File: src/rtl/pipeline_pkg.sv
// Shared pipeline definitions: reset PC, the NOP encoding and the fetch FSM states.
package pipeline_pkg;

    localparam logic [31:0] RESET_PC_DEFAULT = 32'h0000_0000;
    localparam logic [31:0] NOP_INSTR        = 32'h0000_0000;

    typedef enum logic [1:0] {
        S_FETCH = 2'd0,
        S_WAIT  = 2'd1,
        S_HOLD  = 2'd2
    } fetch_state_e;

    function automatic logic [31:0] pc_inc(input logic [31:0] pc);
        return pc + 32'd4;
    endfunction

endpackage

File: src/rtl/if_skid_buf.sv
// One-entry skid buffer that parks a fetched instruction while decode is stalled.
module if_skid_buf
    import pipeline_pkg::*;
(
    input  logic        clk,
    input  logic        rst_n,
    input  logic        load,
    input  logic        clear,
    input  logic [31:0] wr_instr,
    input  logic [31:0] wr_pc_plus4,
    output logic        valid,
    output logic [31:0] instr,
    output logic [31:0] pc_plus4
);

    always_ff @(posedge clk or negedge rst_n) begin
        if (!rst_n) begin
            valid    <= 1'b0;
            instr    <= NOP_INSTR;
            pc_plus4 <= 32'h0;
        end else if (clear) begin
            valid    <= 1'b0;
            instr    <= NOP_INSTR;
            pc_plus4 <= 32'h0;
        end else if (load) begin
            valid    <= 1'b1;
            instr    <= wr_instr;
            pc_plus4 <= wr_pc_plus4;
        end
    end

endmodule

File: src/rtl/fetch_stage.sv
// Instruction fetch stage: single-outstanding imem requests, IF/ID register and skid buffer.
//
// state   | meaning
// --------+---------------------------------------------------------
// S_FETCH | issue a request at pc
// S_WAIT  | one request outstanding at pc; response may chain a new one
// S_HOLD  | skid buffer full, waiting for decode to release the stall
module fetch_stage
    import pipeline_pkg::*;
#(
    parameter logic [31:0] RESET_PC = RESET_PC_DEFAULT
) (
    input  logic        clk,
    input  logic        rst_n,
    input  logic        stall_id,
    input  logic        redirect_valid,
    input  logic [31:0] redirect_pc,
    output logic        imem_req,
    output logic [31:0] imem_addr,
    input  logic        imem_rvalid,
    input  logic [31:0] imem_rdata,
    output logic        if_id_valid,
    output logic [31:0] if_id_instr,
    output logic [31:0] if_id_pc_plus4,
    output logic [31:0] pc_out
);

    fetch_state_e state, state_nxt;
    logic [31:0]  pc, pc_nxt, pc_plus4;
    logic         drop, drop_nxt;
    logic         req;
    logic         id_load_mem, id_load_skid, id_flush, id_bubble;
    logic         skid_load, skid_clear, skid_valid;
    logic [31:0]  skid_instr, skid_pc_plus4;

    assign pc_plus4 = pc_inc(pc);
    assign pc_out   = pc;
    // The FSM resets into S_FETCH, so the request must be masked while reset is held.
    assign imem_req = req & rst_n;

    always_comb begin
        state_nxt    = state;
        pc_nxt       = pc;
        drop_nxt     = drop & ~imem_rvalid;
        req          = 1'b0;
        imem_addr    = pc;
        id_load_mem  = 1'b0;
        id_load_skid = 1'b0;
        id_flush     = 1'b0;
        id_bubble    = 1'b0;
        skid_load    = 1'b0;
        skid_clear   = 1'b0;

        if (redirect_valid) begin
            pc_nxt     = redirect_pc;
            id_flush   = 1'b1;
            skid_clear = 1'b1;
            state_nxt  = S_FETCH;
            // A response still in flight after this cycle belongs to the old path.
            if (state == S_WAIT)
                drop_nxt = drop | ~imem_rvalid;
        end else begin
            case (state)
                S_FETCH: begin
                    req       = 1'b1;
                    state_nxt = S_WAIT;
                    id_bubble = ~stall_id;
                end
                S_WAIT: begin
                    if (imem_rvalid && !drop) begin
                        pc_nxt = pc_plus4;
                        if (!stall_id) begin
                            id_load_mem = 1'b1;
                            req         = 1'b1;
                            imem_addr   = pc_plus4;
                        end else begin
                            skid_load = 1'b1;
                            state_nxt = S_HOLD;
                        end
                    end else begin
                        id_bubble = ~stall_id;
                    end
                end
                S_HOLD: begin
                    if (!stall_id) begin
                        id_load_skid = 1'b1;
                        skid_clear   = 1'b1;
                        state_nxt    = S_FETCH;
                    end
                end
                default: state_nxt = S_FETCH;
            endcase
        end
    end

    always_ff @(posedge clk or negedge rst_n) begin
        if (!rst_n) begin
            state <= S_FETCH;
            pc    <= RESET_PC;
            drop  <= 1'b0;
        end else begin
            state <= state_nxt;
            pc    <= pc_nxt;
            drop  <= drop_nxt;
        end
    end

    always_ff @(posedge clk or negedge rst_n) begin
        if (!rst_n) begin
            if_id_valid    <= 1'b0;
            if_id_instr    <= NOP_INSTR;
            if_id_pc_plus4 <= 32'h0;
        end else if (id_flush) begin
            if_id_valid <= 1'b0;
        end else if (id_load_mem) begin
            if_id_valid    <= 1'b1;
            if_id_instr    <= imem_rdata;
            if_id_pc_plus4 <= pc_plus4;
        end else if (id_load_skid) begin
            if_id_valid    <= skid_valid;
            if_id_instr    <= skid_instr;
            if_id_pc_plus4 <= skid_pc_plus4;
        end else if (id_bubble) begin
            if_id_valid <= 1'b0;
        end
    end

    if_skid_buf u_skid (
        .clk         (clk),
        .rst_n       (rst_n),
        .load        (skid_load),
        .clear       (skid_clear),
        .wr_instr    (imem_rdata),
        .wr_pc_plus4 (pc_plus4),
        .valid       (skid_valid),
        .instr       (skid_instr),
        .pc_plus4    (skid_pc_plus4)
    );

endmodule

File: config.mk
export PLATFORM = sky130hd
export DESIGN_NAME = fetch_stage
export DESIGN_NICKNAME = d
export VERILOG_FILES = /design/src/rtl/pipeline_pkg.sv /design/src/rtl/if_skid_buf.sv /design/src/rtl/fetch_stage.sv
export SDC_FILE = /design/constraint.sdc
export NUM_CORES = 1
export LEC_CHECK = 0
export ABC_AREA = 0
export CORE_UTILIZATION = 46
export CTS_CLUSTER_DIAMETER = 60
export DETAILED_ROUTE_END_ITERATION = 6
export GPL_ROUTABILITY_DRIVEN = 0
export GPL_TIMING_DRIVEN = 0
export PLACE_DENSITY_LB_ADDON = 0.05
export REMOVE_ABC_BUFFERS = 1
export SETUP_SLACK_MARGIN = 0.2
export SYNTH_ARGS = -nofsm -noshare
export SYNTH_HDL_FRONTEND = slang
export SYNTH_SLANG_ARGS = --single-unit
File: constraint.sdc
create_clock -name clk -period 2 [get_ports clk]
set_input_delay 0.2 -clock clk [delete_from_list [all_inputs] [get_ports clk]]
set_output_delay 0.2 -clock clk [all_outputs]
set_load 0.005 [all_outputs]
# == Yosys cells after proc, flatten, opt, wreduce, memory -nomap -nowiden ==
# Cells that the tools add are included.
# word_totals
out_inout_bits,130
inputBits,69
reg_bits,165
wordCells,77
# classes
eq_ne,5
add_sub_neg,1
n_reduce_logical,11
mux,45
n_bitwise,6
# op_table
operator,count
$mux 32,15
$add 32x3->32 const B,1
$mux 1,23
$mux 2,4
$reduce_bool 2->1,4
$ne 3x3->1 const B,2
$pmux 2 s3,1
$pmux 1 s2,2
$reduce_and 2->1,2
$reduce_bool 4->1,1
$ne 3x2->1 const B,1
$not 1->1,3
$reduce_and 3->1,1
$and 1x1->1,2
$eq 2x1->1 const B,1
$eq 2x2->1 const B,1
$logic_not 2->1,1
$logic_and 1x1->1,1
$logic_not 1->1,1
$or 1x1->1,1

# == Logic depth before layout (Yosys ltp) ==
# Gate-level depths: netlist (run 1).
# logic_depth
ltp_word,9
mapped_depth,7
ltp_nobuf,6

# == Hierarchy ==
# From an unflattened synthesis (run 1), not the netlist that was laid out.
# unflattened
hier_cells,870
hier_area_um2,8593.2
# by_module_without_submodules
mod,area_per_inst_um2,seq_area_each_um2,cells_each,instances
fetch_stage,5957.0,2502.4,661,1
if_skid_buf,2636.3,1626.6,209,1

# == Least setup slack after synthesis (run 1) ==
# OpenSTA, ideal clock, no wires.
# synth_path
path_kind,register -> output
start,"reg pc[2], in the netlist pc_out[2]"
end,out imem_addr[24]
path_slack_ns,0.014
required_ns,1.800
arrival_ns,1.786
stages_incl_launch_ff,8
path_buffers,1
cell_sequence,dfrtp_1 > ha_1 > nand3_4 > nor4_2 > buf_4 > nand2_1 > nor2_1 > xor2_1
# synth_via
elab_chain_cells,5
# synth_rtl
element,line,rtl
from (decl),fetch_stage.sv:29,"logic [31:0] pc, pc_nxt, pc_plus4;"
from (signal assigned),fetch_stage.sv:103,pc <= pc_nxt;
$add 32x3->32,pipeline_pkg.sv:14,return pc + 32'd4;
$mux 32,fetch_stage.sv:72,if (!stall_id) begin
$mux 32,fetch_stage.sv:70,if (imem_rvalid && !drop) begin
$mux 32,fetch_stage.sv:63,case (state)
$mux 32,fetch_stage.sv:54,if (redirect_valid) begin
to (decl),fetch_stage.sv:19,"output logic [31:0] imem_addr,"
# No other way between the ends.

# == Worst setup path after layout (run 1) ==
# layout_path
start,"reg pc[9], in the netlist pc_out[9]"
end,out imem_addr[28]
# Same word-level chain as after synthesis.

==> impl_results.md, run 1 <==
* Status: finished, violations left
* Failing checks: negative hold slack, negative setup slack
* Vias in the first global route at 7743
* Die width at 137.2 um
* Final setup vio count at 144
* Reg2Reg Setup Slack at -300 ps
* Vias per std cell at 5.871
* Crit. Startpoint: pc_out[9]
* Core ar. at 17960 sq um
* Hold_ws at -338.5 ps
* RSZ-0062 raised after global routing: yes
* Worst Hold Class: in2async
* Vias at 8231
* CP arrival at 2370 ps
* Post-synthesis adder-cell area fraction at 0.1488%
* Inserted Clock Buffers at 17
* WS Path Type: reg2out
* Clock Sinks at ~170
* CP Capture Type: primary output
* Fmax at 388.9 MHz
* Synth cell types at 47
* Clock transition at the registers of the reported paths at 70 ps
* IO Count at roughly 200
* Logic pwr share at 28.9%
* Initial antenna violation count at 1
* Pwr Density at between 700 and 800 nW/um^2
* H-tree Lvls at 4
* Row count at 49
* Largest net degree at the start of global routing at 113
* Die area at 18820 sq um
* Initial Utilization at 46.81%
* Syn Area/Cell at 10.13 sq um
* Worst path required time at 1800 ps
* Maxcap violations at 0
* Crit share post-route at 128.6%
* First-pass GRT wire length at 42830 um
* Critical Path Fanout Max at 6
* Worst-margin pin slew at roughly 1100 ps
* XOR/XNOR share of the synthesized area at 8.958%
* Sw frac at 29.02%
* CTS Root Cell: clkbuf_16
* Combinational family with the most area after synthesis: simple AND/OR/NAND/NOR gates
* Max Clock Skew at 11.43 ps
* Crit start category: flop
* DP Cell Count at 1196
* FF/Latch Area at 4159 sq um
* IO Port Bufs at 198
* Internal at 7659 uW
* Reg2Reg Launch Point: pc_out[9]
* Share of layout cells above drive strength 1 at 40.44%
* Clock power share at 32.0%
* Syn. warnings at 0
* CTS max path bufs at 2
* Synth Area in Compound Gates at 14.91%
* Worst skew pair latency at roughly 440 ps
* Routed len/inst at between 20 and 25 um
* Final WL at 32420 um
* Multi-input combinational cell area at 4947 sq um
* Flop pwr share at 39.0%
* Commonest non-fill, non-tap cell in the layout: clkdlybuf4s50_1
* Final min period at 2571 ps
* Fin. max-slew vios at 0
* Fin. Hold Viols at 54
* Sequential fraction of the synthesis area at 49.11%
* Overall power at 10790 uW
* Synth Cell Area at 8408 sq um
* Nets at ~1.2k
* Non-filler cells in the finished layout at 1402
* Die height at roughly 140 um
* Multiplexer share of the synthesized area at under 10%
* Dpl hpwl at 14970 um
* Final WS setup at -571.1 ps
* CTS tree: built
* Mapped Cells at 830
* Most frequent cells in the layout: 164 x clkdlybuf4s50_1, 141 x dfrtp_1, 90 x nand2_1
* Synth Area in Simple Gates at 16.31%
* #FFs+latches synth at 165
* DR pass1 iterations at 5
* Psw at 3131 uW
* Pleak at 0.006150 uW
* ANT nets after route at 0
* Total GRT Usage at 30.39%
* Peak VDD IR at 623.9 uV
* Drt drc at 0
* Total gr overflow at 0
* Area added between synthesis and finish at 70.46%
* Fill count at a little under 1k
* Slew headroom at 29.05%
* First DRT Iteration DRCs at 505
==> timing repair <==
| item | CTS | global route |
|---|---|---|
| hold endpoints to repair | 54 | 54 |
| cloned | 16 | 3 |
| resized for setup | 351 | 184 |
| setup endpoints to repair | 186 | 187 |
| setup buffers | 109 | 46 |
| pin swaps | 84 | 111 |
==> layer usage <==
layer | wire length [um] | GRT usage [%]
met5 | 0 | 0
met4 | 1879 | 16.18
met3 | 2285 | 6.144
met2 | 15880 | 49.92
met1 | 12380 | 37.68
==> sequential cells by signal, indices dropped and copies added, names as in the netlist <==
name / cells
u_skid.instr: 32
state: 2
u_skid.pc_plus4: 32
pc_out: 32
if_id_instr: 32
u_skid.valid: 1
drop: 1
if_id_valid: 1
if_id_pc_plus4: 32
==> path summary, 6_finish.rpt <==
path / end / cells after the start
max: imem_addr[28] / 10
min: if_id_instr[15] / 1
max reg2reg: if_id_pc_plus4[26] / 12
min reg2reg: u_skid.pc_plus4[16] / 2
max in group asynchronous: state[1] / 2
min in group clk: pc_out[16] / 3
==> critical path: stages (launching register included) <==
cell and delay [ps]:
dfrtp_2 390, buf_6 100, nand4_1 180, nor4_4 260, buf_4 180, buf_6 100
buf_12 130, nand3_2 120, nor2_2 150, xor2_1 170, buf_2 140
==> synthesized netlist by cell type, drive strengths merged <==
| cell type | count | area share [%] |
|---|---|---|
| a211oi | 27 | 2.4 |
| a21oi | 31 | 1.8 |
| a221o | 1 | 0.12 |
| a221oi | 1 | 0.10 |
| a22o | 35 | 3.6 |
| a311oi | 2 | 0.42 |
| a32o | 1 | 0.12 |
| and2 | 2 | 0.15 |
| and2b | 2 | 0.21 |
| and3 | 3 | 0.22 |
| and4 | 4 | 0.42 |
| buf | 64 | 5.0 |
| clkbuf | 16 | 0.74 |
| dfrtp | 165 | 49 |
| ha | 1 | 0.15 |
| inv | 3 | 0.13 |
| mux2 | 2 | 0.27 |
| mux2i | 37 | 4.4 |
| nand2 | 131 | 5.9 |
| nand2b | 1 | 0.16 |
| nand3 | 21 | 1.8 |
| nand4 | 18 | 1.5 |
| nand4bb | 1 | 0.33 |
| nor2 | 32 | 1.5 |
| nor2b | 29 | 2.2 |
| nor3 | 8 | 0.65 |
| nor3b | 1 | 0.089 |
| nor4 | 7 | 1.1 |
| o21ai | 96 | 6.2 |
| or2 | 2 | 0.15 |
| xnor2 | 22 | 2.3 |
| xor2 | 64 | 6.7 |
==> through the flow <==
| step | util [%] | setup slack, ps | TNS (ps) | area [sq um] |
|---|---|---|---|---|
| after global routing | 79.79 | -663.4 | -30200 | 14330 |
| after global placement | 56.74 | -8403 | -1859010 | 10190 |
| after CTS | 73.32 | -450.2 | -10120 | 13170 |
| after detailed placement | 59.13 | -1748 | -120630 | 10620 |
| final | 79.79 | -571.1 | -24210 | 14330 |
| after floorplan | - | -3580 | -292440 | 7924 |
==> logic make-up after synthesis <==
family,count (synthesis)
AOI/OAI and AO/OA,194
xor gates and xnor gates,86
adders and majority gates,1
buffers and inverters,83
DFF,165
muxes,39
and+or+nand+nor,262
==> final cells by class <==
class / count / share of cell area [%]
clock buffers: 17 / 2.968
inverters: 3 / 0.07857
diodes: 1 / 0.01746
flip-flops and latches: 165 / 29.02
well taps: 229 / 1.999
clock inverters: 14 / 1.231
repair buffers: 387 / 30.17
multi-input cells: 586 / 34.52
==> power by group through the flow <==
stage / Clock (uW) / Sequential (uW) / Combinational, uW
finish: 3460 / 4210 / 3120
global route: 3640 / 4260 / 3330
CTS: 3450 / 4170 / 2740
detailed placement: 0 / 4240 / 2340
global placement: 0 / 4230 / 2260
floorplan: 0 / 4230 / 801
No activity file was read; power rests on OpenSTA's default activity.
==> run 2, diff against run 1 <==
--- a/config.mk
+++ b/config.mk
@@ -10,7 +10,6 @@
 export CTS_CLUSTER_DIAMETER = 60
 export DETAILED_ROUTE_END_ITERATION = 6
 export GPL_ROUTABILITY_DRIVEN = 0
-export GPL_TIMING_DRIVEN = 0
 export PLACE_DENSITY_LB_ADDON = 0.05
 export REMOVE_ABC_BUFFERS = 1
 export SETUP_SLACK_MARGIN = 0.2
==> impl_results.md, run 2 (synthesis results as in run 1) <==
* Status: finished, violations left
* Failing checks: negative setup slack
* CP max stage cell: dfrtp_1
* Final setup vio count at 74 (-49%)
* RSZ-0062 raised after global routing: yes
* Die height at 137.2 um (unchanged)
* Worst path required time at 1800 ps (about the same)
* First-pass GRT wire length at 39360 um (-8.1%)
* ANT nets after route at 0 (unchanged)
* Reg2Reg Setup Slack at -270 ps (+30 ps)
* Crit start category: flop
* Vias in the first global route at 7682 (-0.79%)
* Pleak at 0.006071 uW (-1.3%)
* CP arrival at 2330 ps (-40 ps)
* First DRT Iteration DRCs at 596 (+18%)
* Initial antenna violation count at 0 (-1)
* Psw at 3053 uW (-2.5%)
* Final Cell Area at 14030 sq um (-2.1%)
* Peak VDD IR at 648.6 uV (+4.0%)
* Flop pwr share at 39.5% (+0.5 points)
* Total GRT Usage at 27.39% (-3.0 points)
* Worst slack, placed at -567.2 ps (+1181 ps)
* CTS Root Cell: clkbuf_16
* Slew headroom at 39.89% (+11 points)
* Die area at 18820 sq um (unchanged)
* Core ar. at 17960 sq um (unchanged)
* Critical Path Fanout Max at 3 (-3)
* Clock Sinks at 165 (unchanged)
* Area added between synthesis and finish at 66.88%
* Final core utilization at 78.11% (-1.7 points)
* Maxcap violations at 0 (unchanged)
* Die width at 137.2 um (unchanged)
* CP Capture Type: primary output
* Max incr delay on CP at 400 ps (about the same)
* Crit share post-route at 126.5% (-2.0 points)
* H-tree Lvls at 4 (unchanged)
* Fin. max-slew vios at 0 (unchanged)
* Top cell by count, worst path: nand3_4
* Clock power share at 32.6% (+0.6 points)
* Most frequent cells in the layout: 161 x clkdlybuf4s50_1, 159 x dfrtp_1, 110 x nand2_1
* DP Cell Count at 1297 (+8.4%)
* Max Clock Skew at 9.523 ps (-1.907 ps)
* WS Path Type: reg2out
* Logic pwr share at 27.9% (-1.0 points)
* Nets at 1259 (+2.4%)
* Dpl hpwl at 16080 um (+7.4%)
* CTS tree: built
* Non-filler cells in the finished layout at 1430 (+2.0%)
* Largest net degree at the start of global routing at 164 (+45%)
* Hold_ws at 199.3 ps (+537.8 ps)
* Critical path, cell by cell: ha_4 -> nand3_4 -> nor4_4 -> buf_12 -> buf_8 -> buf_6 -> nand3_4 -> nor2_4 -> xor2_1 -> buf_2
* Pwr Density at 744.9 nW/um^2 (-1.1%)
* DR pass1 iterations at 5 (unchanged)
* Vias at 8086 (-1.8%)
* Worst-margin pin slew at 901.6 ps (-162.6 ps)
* Internal at 7398 uW (-3.4%)
* CP delay by family, top: simple AND/OR/NAND/NOR gates
* Sw frac at 29.21% (+0.19 points)
* Total gr overflow at 0 (unchanged)
* Vias per std cell at 5.655 (-3.7%)
* IO Count at 199 (unchanged)
* Final min period at 2530 ps (-40.59 ps)
* IO Port Bufs at 198 (unchanged)
* Placed instance area at 11250 sq um (+5.9%)
* Row count at 49 (unchanged)
* Final WS setup at -530.5 ps (+40.59 ps)
* Worst skew pair latency at 430 ps (about the same)
* Worst Hold Class: in2async
* Routed len/inst at 20.85 um (-9.8%)
* Fin. Hold Viols at 0 (-100%)
* Final WL at 29810 um (-8.0%)
* CTS max path bufs at 2 (unchanged)
* Share of layout cells above drive strength 1 at 36.72% (-3.7 points)
* Diodes inserted at 0 (-1)
* Clock transition at the registers of the reported paths at 70 ps (about the same)
* Buffers and inverters on the worst path at 4 (-1)
* Fmax at 395.2 MHz (+1.6%)
* Commonest non-fill, non-tap cell in the layout: clkdlybuf4s50_1
* Initial Utilization at 46.81% (unchanged)
* Drt drc at 0 (unchanged)
* Inserted Clock Buffers at 17 (unchanged)
-- run 2: changes by cell type in the layout (fill, tap and decap cells not counted), sizes merged, moves of 3 or more --
| cell | previous run | this run |
|---|---|---|
| buf | 218 | 247 |
| clkbuf | 20 | 25 |
| clkdlybuf4s50 | 164 | 161 |
| clkinv | 6 | 3 |
| nand3 | 24 | 21 |
-- run 2: what timing repair did --
action,CTS,global route
resized for setup,268,194
endpoints found under the hold margin,2,0
pin swaps,62,106
buffers inserted,52,38
gates cloned,1,10
endpoints found under the setup margin,96,165
hold buffers,1,0
-- run 2: worst reg2reg max path: stages (launching register included) --
cell and delay, ps:
dfrtp_1 390, buf_6 130, nand4_4 130, nor4_4 310
buf_6 180, buf_6 100, buf_6 100, buf_6 90
buf_8 120, buf_12 120, nand3_2 70, xor2_1 250
o21ai_1 140
-- run 2: power by group through the flow --
stage | registers, uW | clock network (uW) | logic, uW
after floorplan | 4230 | 0 | 801
after global placement | 4140 | 0 | 2520
after detailed placement | 4160 | 0 | 2570
after CTS | 4110 | 3430 | 2650
after global routing | 4190 | 3560 | 3140
final | 4130 | 3400 | 2920
-- run 2: path summary, 6_finish.rpt --
path                                          start                   to  cells past startpoint
worst max register to register           pc_out[10]           pc_out[19]                     12
worst max-delay path                      pc_out[2]        imem_addr[16]                     10
worst min-delay path                          rst_n    if_id_pc_plus4[2]                      2
worst min register to register  u_skid.pc_plus4[21]  u_skid.pc_plus4[21]                      2
min in group clk                    redirect_pc[31]           pc_out[31]                      3
max in group asynchronous                     rst_n            pc_out[4]                      3
-- run 2: cell type report --
type | instances | area (sq um)
Timing Repair Buffer | 420 | 4253
Clock inverter | 13 | 165.2
Sequential cell | 165 | 4136
Clock buffer | 18 | 439.2
Fill cell | 1040 | 3933
Tap cell | 229 | 286.5
Inverter | 3 | 11.26
Multi-Input combinational cell | 582 | 4740
-- run 2: through the flow --
step           power [uW]  TNS, ps
6_report            10450   -15500
5_1_grt             10890   -21420
4_1_cts             10190   -11790
3_5_place_dp         6729   -18210
3_3_place_gp         6652   -15340
2_1_floorplan        5029  -292440
-- run 2: routing by layer --
layer / up-vias / wire [um] / share of wire (%) / global-route usage (%)
met5: - / 0 / 0 / 0
met4: 0 / 877 / 2.9 / 10.87
met3: 72 / 2088 / 7.0 / 5.997
met2: 399 / 14970 / 50 / 44.87
met1: 4064 / 11880 / 40 / 35.25
li1: 3551 / - / - / -
==> run 3, diff against run 2 <==
--- a/config.mk
+++ b/config.mk
@@ -8,6 +8,7 @@
 export ABC_AREA = 0
 export CORE_UTILIZATION = 46
 export CTS_CLUSTER_DIAMETER = 60
+export CTS_CLUSTER_SIZE = 10
 export DETAILED_ROUTE_END_ITERATION = 6
 export GPL_ROUTABILITY_DRIVEN = 0
 export PLACE_DENSITY_LB_ADDON = 0.05
==> results of run 3 <==
The final DEF is identical to that of run 2; final timing and power are the same.
